<file path="src/rtl/ub_dma_engine.sv">
// rtl/ub_dma_engine.sv - DMA initiator moving words between a DRAM valid/ready stream and the UnifiedBuffer DMA port
module ub_dma_engine #(
  parameter int DATA_W     = 32,
  parameter int ADDR_W     = 10,
  parameter int LEN_W      = 11,
  parameter int UB_RD_LAT  = 1,
  parameter int FIFO_DEPTH = 4
) (
  input  logic              clk,
  input  logic              reset,
  input  logic              cmd_valid,
  output logic              cmd_ready,
  input  logic              cmd_dir,
  input  logic [ADDR_W-1:0] cmd_ub_addr,
  input  logic [LEN_W-1:0]  cmd_len,
  output logic              busy,
  output logic              done,
  input  logic              rd_valid,
  output logic              rd_ready,
  input  logic [DATA_W-1:0] rd_data,
  output logic              wr_valid,
  input  logic              wr_ready,
  output logic [DATA_W-1:0] wr_data,
  output logic              dma_write_en,
  output logic              dma_read_en,
  output logic [ADDR_W-1:0] dma_addr,
  output logic [DATA_W-1:0] dma_data_in,
  input  logic [DATA_W-1:0] dma_data_out
);

  localparam int PTR_W = (FIFO_DEPTH > 1) ? $clog2(FIFO_DEPTH) : 1;
  localparam int CNT_W = $clog2(FIFO_DEPTH + 1);
  localparam logic [CNT_W:0] DEPTH_LIM = (CNT_W + 1)'(FIFO_DEPTH);

  typedef enum logic [2:0] {S_IDLE, S_LOAD, S_STORE, S_DRAIN, S_DONE} state_t;

  state_t            state;
  logic [ADDR_W-1:0] addr_cnt;
  logic [LEN_W-1:0]  remaining;
  logic [DATA_W-1:0] fifo_mem [FIFO_DEPTH];
  logic [PTR_W-1:0]  wr_ptr;
  logic [PTR_W-1:0]  rd_ptr;
  logic [CNT_W-1:0]  fifo_count;
  logic [CNT_W-1:0]  in_flight;
  logic [UB_RD_LAT-1:0] rd_pipe;

  logic            load_beat;
  logic            issue;
  logic            land;
  logic            pop;
  logic [CNT_W:0]  occupancy;

  assign cmd_ready = (state == S_IDLE);
  assign busy      = (state != S_IDLE);
  assign done      = (state == S_DONE);
  assign rd_ready  = (state == S_LOAD) && (remaining != '0);
  assign wr_valid  = (fifo_count != '0);
  assign wr_data   = wr_valid ? fifo_mem[rd_ptr] : '0;

  // Reads are only issued when a FIFO slot is already reserved for their return.
  assign load_beat = rd_valid && rd_ready;
  assign occupancy = {1'b0, in_flight} + {1'b0, fifo_count};
  assign issue     = (state == S_STORE) && (remaining != '0) && (occupancy < DEPTH_LIM);
  assign land      = rd_pipe[UB_RD_LAT-1];
  assign pop       = wr_valid && wr_ready;

  always_ff @(posedge clk) begin
    if (land) fifo_mem[wr_ptr] <= dma_data_out;
  end

  always_ff @(posedge clk) begin
    if (!reset) begin
      state        <= S_IDLE;
      addr_cnt     <= '0;
      remaining    <= '0;
      wr_ptr       <= '0;
      rd_ptr       <= '0;
      fifo_count   <= '0;
      in_flight    <= '0;
      rd_pipe      <= '0;
      dma_write_en <= 1'b0;
      dma_read_en  <= 1'b0;
      dma_addr     <= '0;
      dma_data_in  <= '0;
    end else begin
      dma_write_en <= load_beat;
      dma_read_en  <= issue;
      if (load_beat) begin
        dma_addr    <= addr_cnt;
        dma_data_in <= rd_data;
      end else if (issue) begin
        dma_addr <= addr_cnt;
      end
      if (load_beat || issue) begin
        addr_cnt  <= addr_cnt + ADDR_W'(1);
        remaining <= remaining - LEN_W'(1);
      end

      // Tracks each issued read until its data is valid on dma_data_out.
      rd_pipe[0] <= dma_read_en;
      for (int i = 1; i < UB_RD_LAT; i++) rd_pipe[i] <= rd_pipe[i-1];

      if (land) wr_ptr <= wr_ptr + PTR_W'(1);
      if (pop)  rd_ptr <= rd_ptr + PTR_W'(1);
      case ({land, pop})
        2'b10:   fifo_count <= fifo_count + CNT_W'(1);
        2'b01:   fifo_count <= fifo_count - CNT_W'(1);
        default: fifo_count <= fifo_count;
      endcase
      case ({issue, land})
        2'b10:   in_flight <= in_flight + CNT_W'(1);
        2'b01:   in_flight <= in_flight - CNT_W'(1);
        default: in_flight <= in_flight;
      endcase

      case (state)
        S_IDLE: begin
          if (cmd_valid) begin
            addr_cnt  <= cmd_ub_addr;
            remaining <= cmd_len;
            if (cmd_len == '0) state <= S_DONE;
            else               state <= cmd_dir ? S_STORE : S_LOAD;
          end
        end
        S_LOAD:  if (remaining == '0) state <= S_DONE;
        S_STORE: if (remaining == '0) state <= S_DRAIN;
        S_DRAIN: if (in_flight == '0 && fifo_count == '0) state <= S_DONE;
        S_DONE:  state <= S_IDLE;
        default: state <= S_IDLE;
      endcase
    end
  end

endmodule
</file>
<file path="config.mk">
export PLATFORM = sky130hd
export DESIGN_NAME = ub_dma_engine
export DESIGN_NICKNAME = d
export VERILOG_FILES = /design/src/rtl/ub_dma_engine.sv
export SDC_FILE = /design/constraint.sdc
export NUM_CORES = 1
export LEC_CHECK = 0
export BUFFER_PORTS_ARGS = -buffer_cell sky130_fd_sc_hd__buf_2
export CAP_MARGIN = 20
export CORE_UTILIZATION = 55
export DETAILED_ROUTE_END_ITERATION = 8
export MAX_ROUTING_LAYER = met4
export PLACE_DENSITY = 0.85
export SLEW_MARGIN = 40
export SYNTH_ARGS = -nofsm -noshare
export SYNTH_HDL_FRONTEND = slang
export SYNTH_SLANG_ARGS = --single-unit
</file>
<file path="constraint.sdc">
create_clock -name clk -period 3.5 [get_ports clk]
set_input_delay 0.175 -clock clk [delete_from_list [all_inputs] [get_ports clk]]
set_output_delay 0.175 -clock clk [all_outputs]
set_load 0.02 [all_outputs]
</file>
* After elaboration in Yosys (flattened, before gate mapping)
Memory sizes are Yosys's and may differ from the RTL's. A register that Yosys moved wholly into a read port is not among the register bits.
Cells that the tools add are included.
** Storage, ports and cells
- Bits in registers :: 79
- Latch bits :: 0
- Word-level logic and storage cells :: 76
- Memories :: 1
- ROM bits :: 0
- Bits in writable memories :: 128
** Cells by class
- Shift-type cells :: 0
- Add/sub/neg operators :: 9
- Bitwise gates (word level) :: 0
- Reduce and logical (&&, ||, !) cells :: 19
- Equal/unequal tests :: 12
- Divide/modulo/power cells :: 0
- Order comparisons :: 1
- Muxes and demuxes :: 22
- Multipliers :: 0
** Memory list
- fifo_mem :: words 4, width 32, read ports 1, clocked after memory_dff 1, wr ports 1, line 40 : logic [DATA_W-1:0] fifo_mem [FIFO_DEPTH];
** Operator list (number)
- $mux W10 :: 5
- $mux W11 :: 3
- $mux W32 :: 1
- $logic_not A11 Y1 :: 2
- $mux W3 :: 5
- $pmux W3 S2 :: 2
- $pmux W3 S4 :: 1
- $reduce_bool A11 Y1 :: 1
- $sub A11 B1 Y11 const B :: 1
- $add A10 B1 Y10 const B :: 1
- $logic_not A3 Y1 :: 3
- $add A3 B1 Y3 const B :: 2
- $eq A3 B2 Y1 const B :: 2
- $logic_and A1 B1 Y1 :: 6
- $mux W2 :: 3
- $reduce_bool A2 Y1 :: 3
- $reduce_bool A3 Y1 :: 2
- $sub A3 B1 Y3 const B :: 2
- $add A2 B1 Y2 const B :: 2
- $add A3 B3 Y4 :: 1
- $eq A2 B1 Y1 const B :: 2
- $eq A2 B2 Y1 const B :: 2
- $lt A4 B3 Y1 const B :: 1
- $ne A2 B1 Y1 const B :: 2
- 6 further kinds :: 8

* Depth between registers and ports, before layout
Gate-level depths: netlist of the first run.
- Word-level depth :: 7
- Mapped depth :: 13
- Gate-level depth less buffers :: 11

* Worst setup path before layout of the first run
No wires, ideal clock.
- Path type :: register -> register
- From :: register remaining[0]
- To :: register in_flight[2]
- Cell stages (with the launch flop) :: 14
- Arrival :: 2718 ps
- Library setup time :: 70 ps
- Setup slack :: 712 ps
- Cell sequence :: dfxtp_1 -> inv_1 -> ha_1 -> nor4b_2 -> and3_1 -> clkbuf_1 -> buf_2 -> or4_1 -> ha_1 -> inv_1 -> fa_1 -> xor2_1 -> or3_1 -> a21oi_1
** On the way
- Longest elaborated chain between the ends :: 5
- Elaborated cells on any way between the ends :: 7
** Ends and longest elaborated chain
- from (decl) :: line 39 : logic [LEN_W-1:0] remaining;
- from (signal assigned) :: line 96 : remaining <= remaining - LEN_W'(1);
- from (signal assigned) :: line 120 : remaining <= cmd_len;
- $reduce_bool A11 Y1 (*) :: line 63 : assign issue = (state == S_STORE) && (remaining != '0) && (occupancy < DEPTH_LIM);
- $logic_and A1 B1 Y1 (*) (2 in a row) :: line 63
- $eq A2 B1 Y1 or $eq A2 B2 Y1 (tied branches) :: line 110 : case ({issue, land})
- $pmux W3 S2 or $reduce_bool A2 Y1 (tied branches)
- to (signal assigned) :: line 111 : 2'b10: in_flight <= in_flight + CNT_W'(1);
- to (signal assigned) :: line 112 : 2'b01: in_flight <= in_flight - CNT_W'(1);
- to (signal assigned) :: line 113 : default: in_flight <= in_flight;
- to (decl) :: line 44 : logic [CNT_W-1:0] in_flight;
Mark *: on every way between the ends. The rest lies on a longest branch, timed or not.
A chain may end at the register's enable or synchronous reset.

* Worst setup path in the final report of the first run
Ends and elaborated chain as after synthesis.

==> metrics.csv, run 1 <==
stage,metric,value,unit
yosys,Post-synth EDFFs,128,
clock_network,CTS sink cnt,209,
layout,Ant. Diodes,0,
place,dpl hpwl,11800,µm
route,drt initial violations,363,
clock_network,Max Root-Sink Buffers,3,
global_routing,initial antenna violation count,0,
layout,area grow syn2layout,27.7,%
worst_hold_path,worst hold path class,in2reg,
setup_path,Worst Path Max Fanout,6,
timing,Final Cycle Share,82.6,%
clock_network,clock transition at the registers of the reported paths,0.06,ns
power,VDD IR max,0.571,mV
yosys,most common cell in the netlist,edfxtp_1,
yosys,Yosys top cell area share,44.8,%
floorplan,Die H,127,µm
setup_path,CP startpoint,remaining[0]$_SDFF_PN0_,
yosys,Area contributors post-synth,"edfxtp_1 45%, dfxtp_1 19%, mux4_2 8.4%, mux2i_1 3.9%, and2_1 2.9%",
clock_network,setup bufs post-CTS,0,
floorplan,Die Area,0.0161,mm²
global_routing,vias in the first global route,6387,
run,Max Cap Viol,0,
worst_hold_path,min-delay src,cmd_len[5],
layout,share of cells above drive strength 1,30.5,%
status,status,"complete, no violations",
setup_path,Critical Path AT,3.31,ns
yosys,Synth Register Bits,209,
timing,Rel. slew slack,49.5,%
yosys,"Seq/Total Area, Yosys",63.7,%
route,drt via density,5.88,
clock_network,CTS Buf Count,21,
floorplan,width of the die,127,µm
timing,setup violators final,0,
setup_path,CP endpoint kind,flop,
yosys,asr flop ratio synth,0,%
power,P per Cell Area,694,mW/mm²
layout,Non-Filler Instances,1059,
route,post-route ant nets,0,
timing,fin. max-slew vios,0,
floorplan,initial core utilization,56.4,%
yosys,Netlist Area Pre-Place,0.00858,mm²
floorplan,Core ar.,0.0152,mm²
timing,Final min period,2.89,ns
power,Static Leak,4.12,nW
setup_path,crit path cell chain,inv_1 > ha_1 > nor4b_2 > buf_4 > and3_1 > or4_1 > ha_1 > inv_1 > fa_1 > xor2_1 > or3_1 > a21oi_1,
place,number of I/O port buffers,171,
timing,final setup TNS,0,ns
yosys,Synth Net Count,730,
timing,Fmax,346,MHz
clock_network,clk_lat worst skew,0.49,ns
place,Placed Cells,954,
yosys,Avg Inst Size Synth,13.7,µm²
global_routing,GRT Total Usage,25.3,%
route,post-DR wirelength/cell,18.7,µm
global_routing,largest net degree at the start of global routing,42,
clock_network,CTS Root Cell,clkbuf_16,
yosys,Ys Warns,0,
yosys,Synth Flop Type,edfxtp_1,
yosys,Mapped Cells,627,
clock_network,PostCTS Resize Cnt,0,
place,Routability Congestion,0.920,
clock_network,hold buffer count at CTS,67,
global_routing,first-pass GRT wire length,31200,µm
route,first drt pass iteration count,5,
yosys,Commonest cells post-synth,"128 x edfxtp_1, 81 x dfxtp_1, 57 x nor2_1",
timing,RSZ-0062 raised after global routing,no,
setup_path,critical path type,reg2reg,
setup_path,r2r startpoint,remaining[0]$_SDFF_PN0_,
timing,Worst-Margin Slew,0.758,ns
floorplan,Rows,45,
timing,clk_skew,0.0109,ns
setup_path,Crit-path slowest cell,or4_1,
layout,nets@finish,959,
yosys,Netlist cell types,47,
route,final WL,19800,µm
floorplan,I/O pins,172,
setup_path,max incr delay on CP,0.58,ns
yosys,Synth area leader,edfxtp_1,
layout,final core utilization,72.0,%
global_routing,gr ovfl total,0,
route,vias,6222,
clock_network,H-tree depth,1,
setup_path,CP Launch Type,flop,
setup_path,required time of the worst setup path,3.92,ns
route,# DRC,0,
timing,final hold vios,0,
clock_network,CTS tree,yes,
[path summary, 6_finish.rpt]
kind	to	slack (ns)	cells after the start
max	in_flight[2]$_SDFFE_PN0P_	0.61	12
min	remaining[5]$_SDFF_PN0_	0.02	3
max reg2reg	in_flight[2]$_SDFFE_PN0P_	0.61	12
min reg2reg	land$_SDFF_PN0_	0.48	1
[flip-flops by register name, indices dropped and copies added, names as in the netlist, named ones only]
register,count
wr_ptr,2
in_flight,3
dma_read_en,1
dma_write_en,1
dma_addr,10
fifo_count,3
fifo_mem,128
land,1
state,3
dma_data_in,32
remaining,11
addr_cnt,10
rd_ptr,2
[cells by family after synthesis]
family,count (synthesis),synth area share (%)
AO/OA/AOI/OAI,87,6.42
XOR/XNOR,7,0.715
adder cells (fa/ha/maj),12,1.93
buffers and inverters,57,2.83
flip-flops,209,63.7
multiplexers,65,12.3
AND/OR/NAND/NOR,190,12.2
[stage by stage]
| step | hold WS [ns] | setup WS [ns] | instance area (µm²) | power, mW |
|---|---|---|---|---|
| 6_report | 0.0157 | 0.610 | 11000 | 7.60 |
| 5_1_grt | 0.0397 | 0.449 | 11000 | 7.96 |
| 4_1_cts | 0.000823 | 0.630 | 10900 | 7.58 |
| 3_5_place_dp | 0.394 | 0.678 | 9600 | 5.35 |
| 3_3_place_gp | 0.384 | 0.802 | 9590 | 5.24 |
| 2_1_floorplan | 0.274 | 0.712 | 8580 | 4.71 |
[layout make-up]
type / count / area, µm²
sequential: 209 / 5470
fill: 979 / 4250
multi-input combinational: 361 / 2910
timing repair buffer: 249 / 1610
clock buffer: 26 / 586
tap: 188 / 235
clock inverter: 12 / 90.1
inverter: 14 / 52.6
[where the power goes]
part | total, mW | switching (mW) | internal, mW
Sequential | 3.13 | 0.265 | 2.86
Combinational | 2.30 | 1.37 | 0.922
Clock | 2.18 | 0.911 | 1.26
Total | 7.60 | 2.55 | 5.05
[critical path, delay by kind of cell (launching register included)]
| kind | cells | cell delay (ns) |
|---|---|---|
| XOR/XNOR | 1 | 0.07 |
| AND/OR/NAND/NOR | 4 | 1.25 |
| adder cells (fa/ha/maj) | 3 | 0.67 |
| flip-flops | 1 | 0.36 |
| buffers and inverters | 3 | 0.32 |
| AO/OA/AOI/OAI | 1 | 0.15 |
[cell usage in the layout, fill, tap and decap left out, types with 3 or more instances in the layout]
cell type | Yosys | layout
nor3b_1 | 8 | 8
xor2_1 | 5 | 5
dfxtp_1 | 81 | 80
and4_1 | 3 | 3
nand2_1 | 11 | 11
or4_1 | 7 | 7
o21ai_0 | 31 | 31
nand2b_1 | 3 | 3
o31a_1 | 4 | 3
a21oi_1 | 17 | 17
nor2_1 | 57 | 57
ha_1 | 10 | 10
nand3_1 | 18 | 17
and2_1 | 40 | 36
a31oi_1 | 7 | 6
mux2i_1 | 33 | 33
a311oi_1 | 7 | 7
edfxtp_1 | 128 | 128
or3_1 | 7 | 7
clkbuf_16 | 0 | 22
nor4_1 | 8 | 8
dlygate4sd3_1 | 0 | 67
inv_1 | 14 | 14
clkinv_2 | 0 | 6
mux4_2 | 32 | 32
and3_1 | 6 | 6
o31ai_1 | 9 | 8
buf_4 | 0 | 11
and2_4 | 0 | 4
nand4_1 | 5 | 5
buf_2 | 5 | 171
nor3_1 | 9 | 9
[routing by layer]
layer / wire, µm / up-vias / part of all wire [%] / track usage (%)
met1: 7980 / 3048 / 40 / 30.9
met3: 1400 / 35 / 7.1 / 3.84
li1: - / 2834 / - / -
met2: 10100 / 305 / 51 / 43.8
met4: 334 / 0 / 1.7 / 7.42
met5: 0 / - / 0 / -
(Power assumes the default switching activity.)
==> run 2, diff against run 1 <==
Settings changed: CORE_UTILIZATION 55 to 50, PLACE_DENSITY 0.85 to 0.81.
Clock period 3.5 ns to 2.5 ns, I/O delays scaled along.
==> run 2 against run 1 <==
  * The run now ends with setup timing left
  * Global-route usage fell by 2.8 points
  * Sequential power rose by 38%
  * Critical endpoint unchanged
  * Hold slack improved by 0.010 ns
  * Non-clock buffer count rose by 30
  * Via count fell by 1.0%
  * Final area rose by 4.0%
  * Critical path depth fell by 3
==> metrics.csv, run 2 (synthesis results as in run 1) <==
stage,metric,value,unit
route,# DRC,0,
global_routing,first-pass GRT wire length,30700,µm
clock_network,H-tree depth,1,
global_routing,largest net degree at the start of global routing,42,
place,Routability Congestion,0.809,
route,post-route ant nets,0,
status,status,"complete, but fails checks",
route,final WL,19400,µm
setup_path,Worst Path Max Fanout,2,
clock_network,clock transition at the registers of the reported paths,0.07,ns
place,Setup WS pre-CTS,-0.101,ns
timing,final hold vios,0,
floorplan,Core ar.,0.0166,mm²
worst_hold_path,worst hold path class,in2reg,
timing,setup ws final,-0.0349,ns
setup_path,CP Launch Type,flop,
timing,clk_skew,0.00631,ns
setup_path,crit path cell chain,ha_4 > or4_4 > or4_4 > ha_4 > inv_2 > fa_2 > xor2_1 > or3_1 > a21oi_2,
timing,Final Cycle Share,101,%
place,dpl hpwl,11100,µm
global_routing,vias in the first global route,6082,
setup_path,CP endpoint kind,flop,
clock_network,CTS Buf Count,21,
timing,setup violators final,1,
place,Placed Cells,1000,
global_routing,GRT Total Usage,22.5,%
layout,max reg flops,128,
worst_hold_path,min-delay src,cmd_len[6],
layout,biggest regs,"fifo_mem x128, dma_data_in x32, remaining x11",
layout,area grow syn2layout,32.7,%
floorplan,I/O pins,172,
layout,Reg with most FFs,fifo_mem,
power,VDD IR max,0.830,mV
route,vias,6158,
clock_network,CTS sink cnt,209,
timing,Worst-Margin Slew,0.666,ns
status,failing checks,setup timing,
global_routing,initial antenna violation count,0,
floorplan,Die H,133,µm
floorplan,width of the die,133,µm
setup_path,max incr delay on CP,0.52,ns
setup_path,Crit-path slowest cell,or4_4,
timing,final setup TNS,-0.0349,ns
layout,area occupied by multi-input gates,0.00295,mm²
floorplan,Die Area,0.0177,mm²
layout,nets@finish,989,
timing,RSZ-0062 raised after global routing,yes,
clock_network,Max Root-Sink Buffers,3,
setup_path,required time of the worst setup path,2.92,ns
place,number of I/O port buffers,171,
timing,fin. max-slew vios,0,
floorplan,Rows,47,
setup_path,Critical Path AT,2.95,ns
timing,Final min period,2.53,ns
layout,Non-Filler Instances,1122,
layout,Fillers,1108,
power,P per Cell Area,968,mW/mm²
clock_network,CTS tree,yes,
timing,Fmax,394,MHz
setup_path,critical path type,reg2reg,
route,post-DR wirelength/cell,17.3,µm
setup_path,CP startpoint,fifo_count[2]$_SDFFE_PN0P_,
layout,most frequent cells in the layout,"171 x buf_2, 128 x edfxtp_1, 82 x dlygate4sd3_1, 75 x dfxtp_1, 57 x nor2_1",
global_routing,gr ovfl total,0,
layout,FF+latch area,0.00547,mm²
route,first drt pass iteration count,5,
clock_network,CTS Root Cell,clkbuf_16,
power,Pwr Total,11.0,mW
run,Max Cap Viol,0,
power,Static Leak,4.28,nW
floorplan,initial core utilization,51.5,%
route,drt initial violations,485,
route,drt via density,5.49,
setup_path,r2r startpoint,fifo_count[2]$_SDFFE_PN0P_,
timing,Rel. slew slack,55.6,%
clock_network,clk_lat worst skew,0.49,ns
layout,share of cells above drive strength 1,31.6,%
layout,"commonest non-fill, non-tap cell in the layout",buf_2,
## run 2: timing repair
action	in CTS	in global routing
hold buffers	82	0
buffers inserted	1	0
pin swaps	2	1
gates resized for setup	7	0
endpoints found under the hold margin	178	0
endpoints found under the setup margin	2	2
## run 2: per-stage QoR
step	utilization [%]	cell area [µm²]	hold WS, ns
final	68.4	11400	0.0259
after CTS	68.4	11400	0.00498
after global routing	68.4	11400	0.0272
after floorplan	-	8620	0.224
after detailed placement	59.0	9820	0.343
after global placement	59.0	9820	0.342
## run 2: cell type report
cell class                      instances  share of cell area (%)
Sequential cell                       209                    48.1
Multi-Input combinational cell        361                    25.9
Timing Repair Buffer                  279                    16.9
Clock buffer                           24                    4.71
Tap cell                              220                    2.42
Clock inverter                         14                    1.57
Inverter                               14                   0.462
Antenna cell                            1                  0.0220
## run 2: final timing paths
| check | endpoint | slack [ns] | cells after the start |
|---|---|---|---|
| setup / recovery | in_flight[2]$_SDFFE_PN0P_ | -0.03 | 9 |
| setup reg to reg | in_flight[2]$_SDFFE_PN0P_ | -0.03 | 9 |
| hold / removal | remaining[6]$_SDFF_PN0_ | 0.03 | 3 |
| hold reg to reg | land$_SDFF_PN0_ | 0.47 | 1 |
## run 2: routing by layer
layer / GRT usage [%] / up-vias / wire [µm] / share of wire, %
met2: 37.4 / 250 / 9560 / 49
met1: 28.7 / 2977 / 8260 / 43
met3: 3.83 / 31 / 1220 / 6.3
met4: 5.81 / 0 / 331 / 1.7
li1: - / 2900 / - / -
met5: - / - / 0 / 0
## run 2: power breakdown
group          total (mW)  internal, mW  switching [mW]
logic                3.48          1.47            2.00
registers            4.31          4.02           0.297
clock network        3.24          1.97            1.27
total                11.0          7.46            3.57
## run 2: critical path, delay by kind of cell (launching register included)
family,cells,cell delay [ns]
buffers and inverters,1,0.06
adders and majority gates,3,0.52
and+or+nand+nor,3,1.35
AOI/OAI and AO/OA,1,0.12
xor gates and xnor gates,1,0.07
DFF,1,0.34
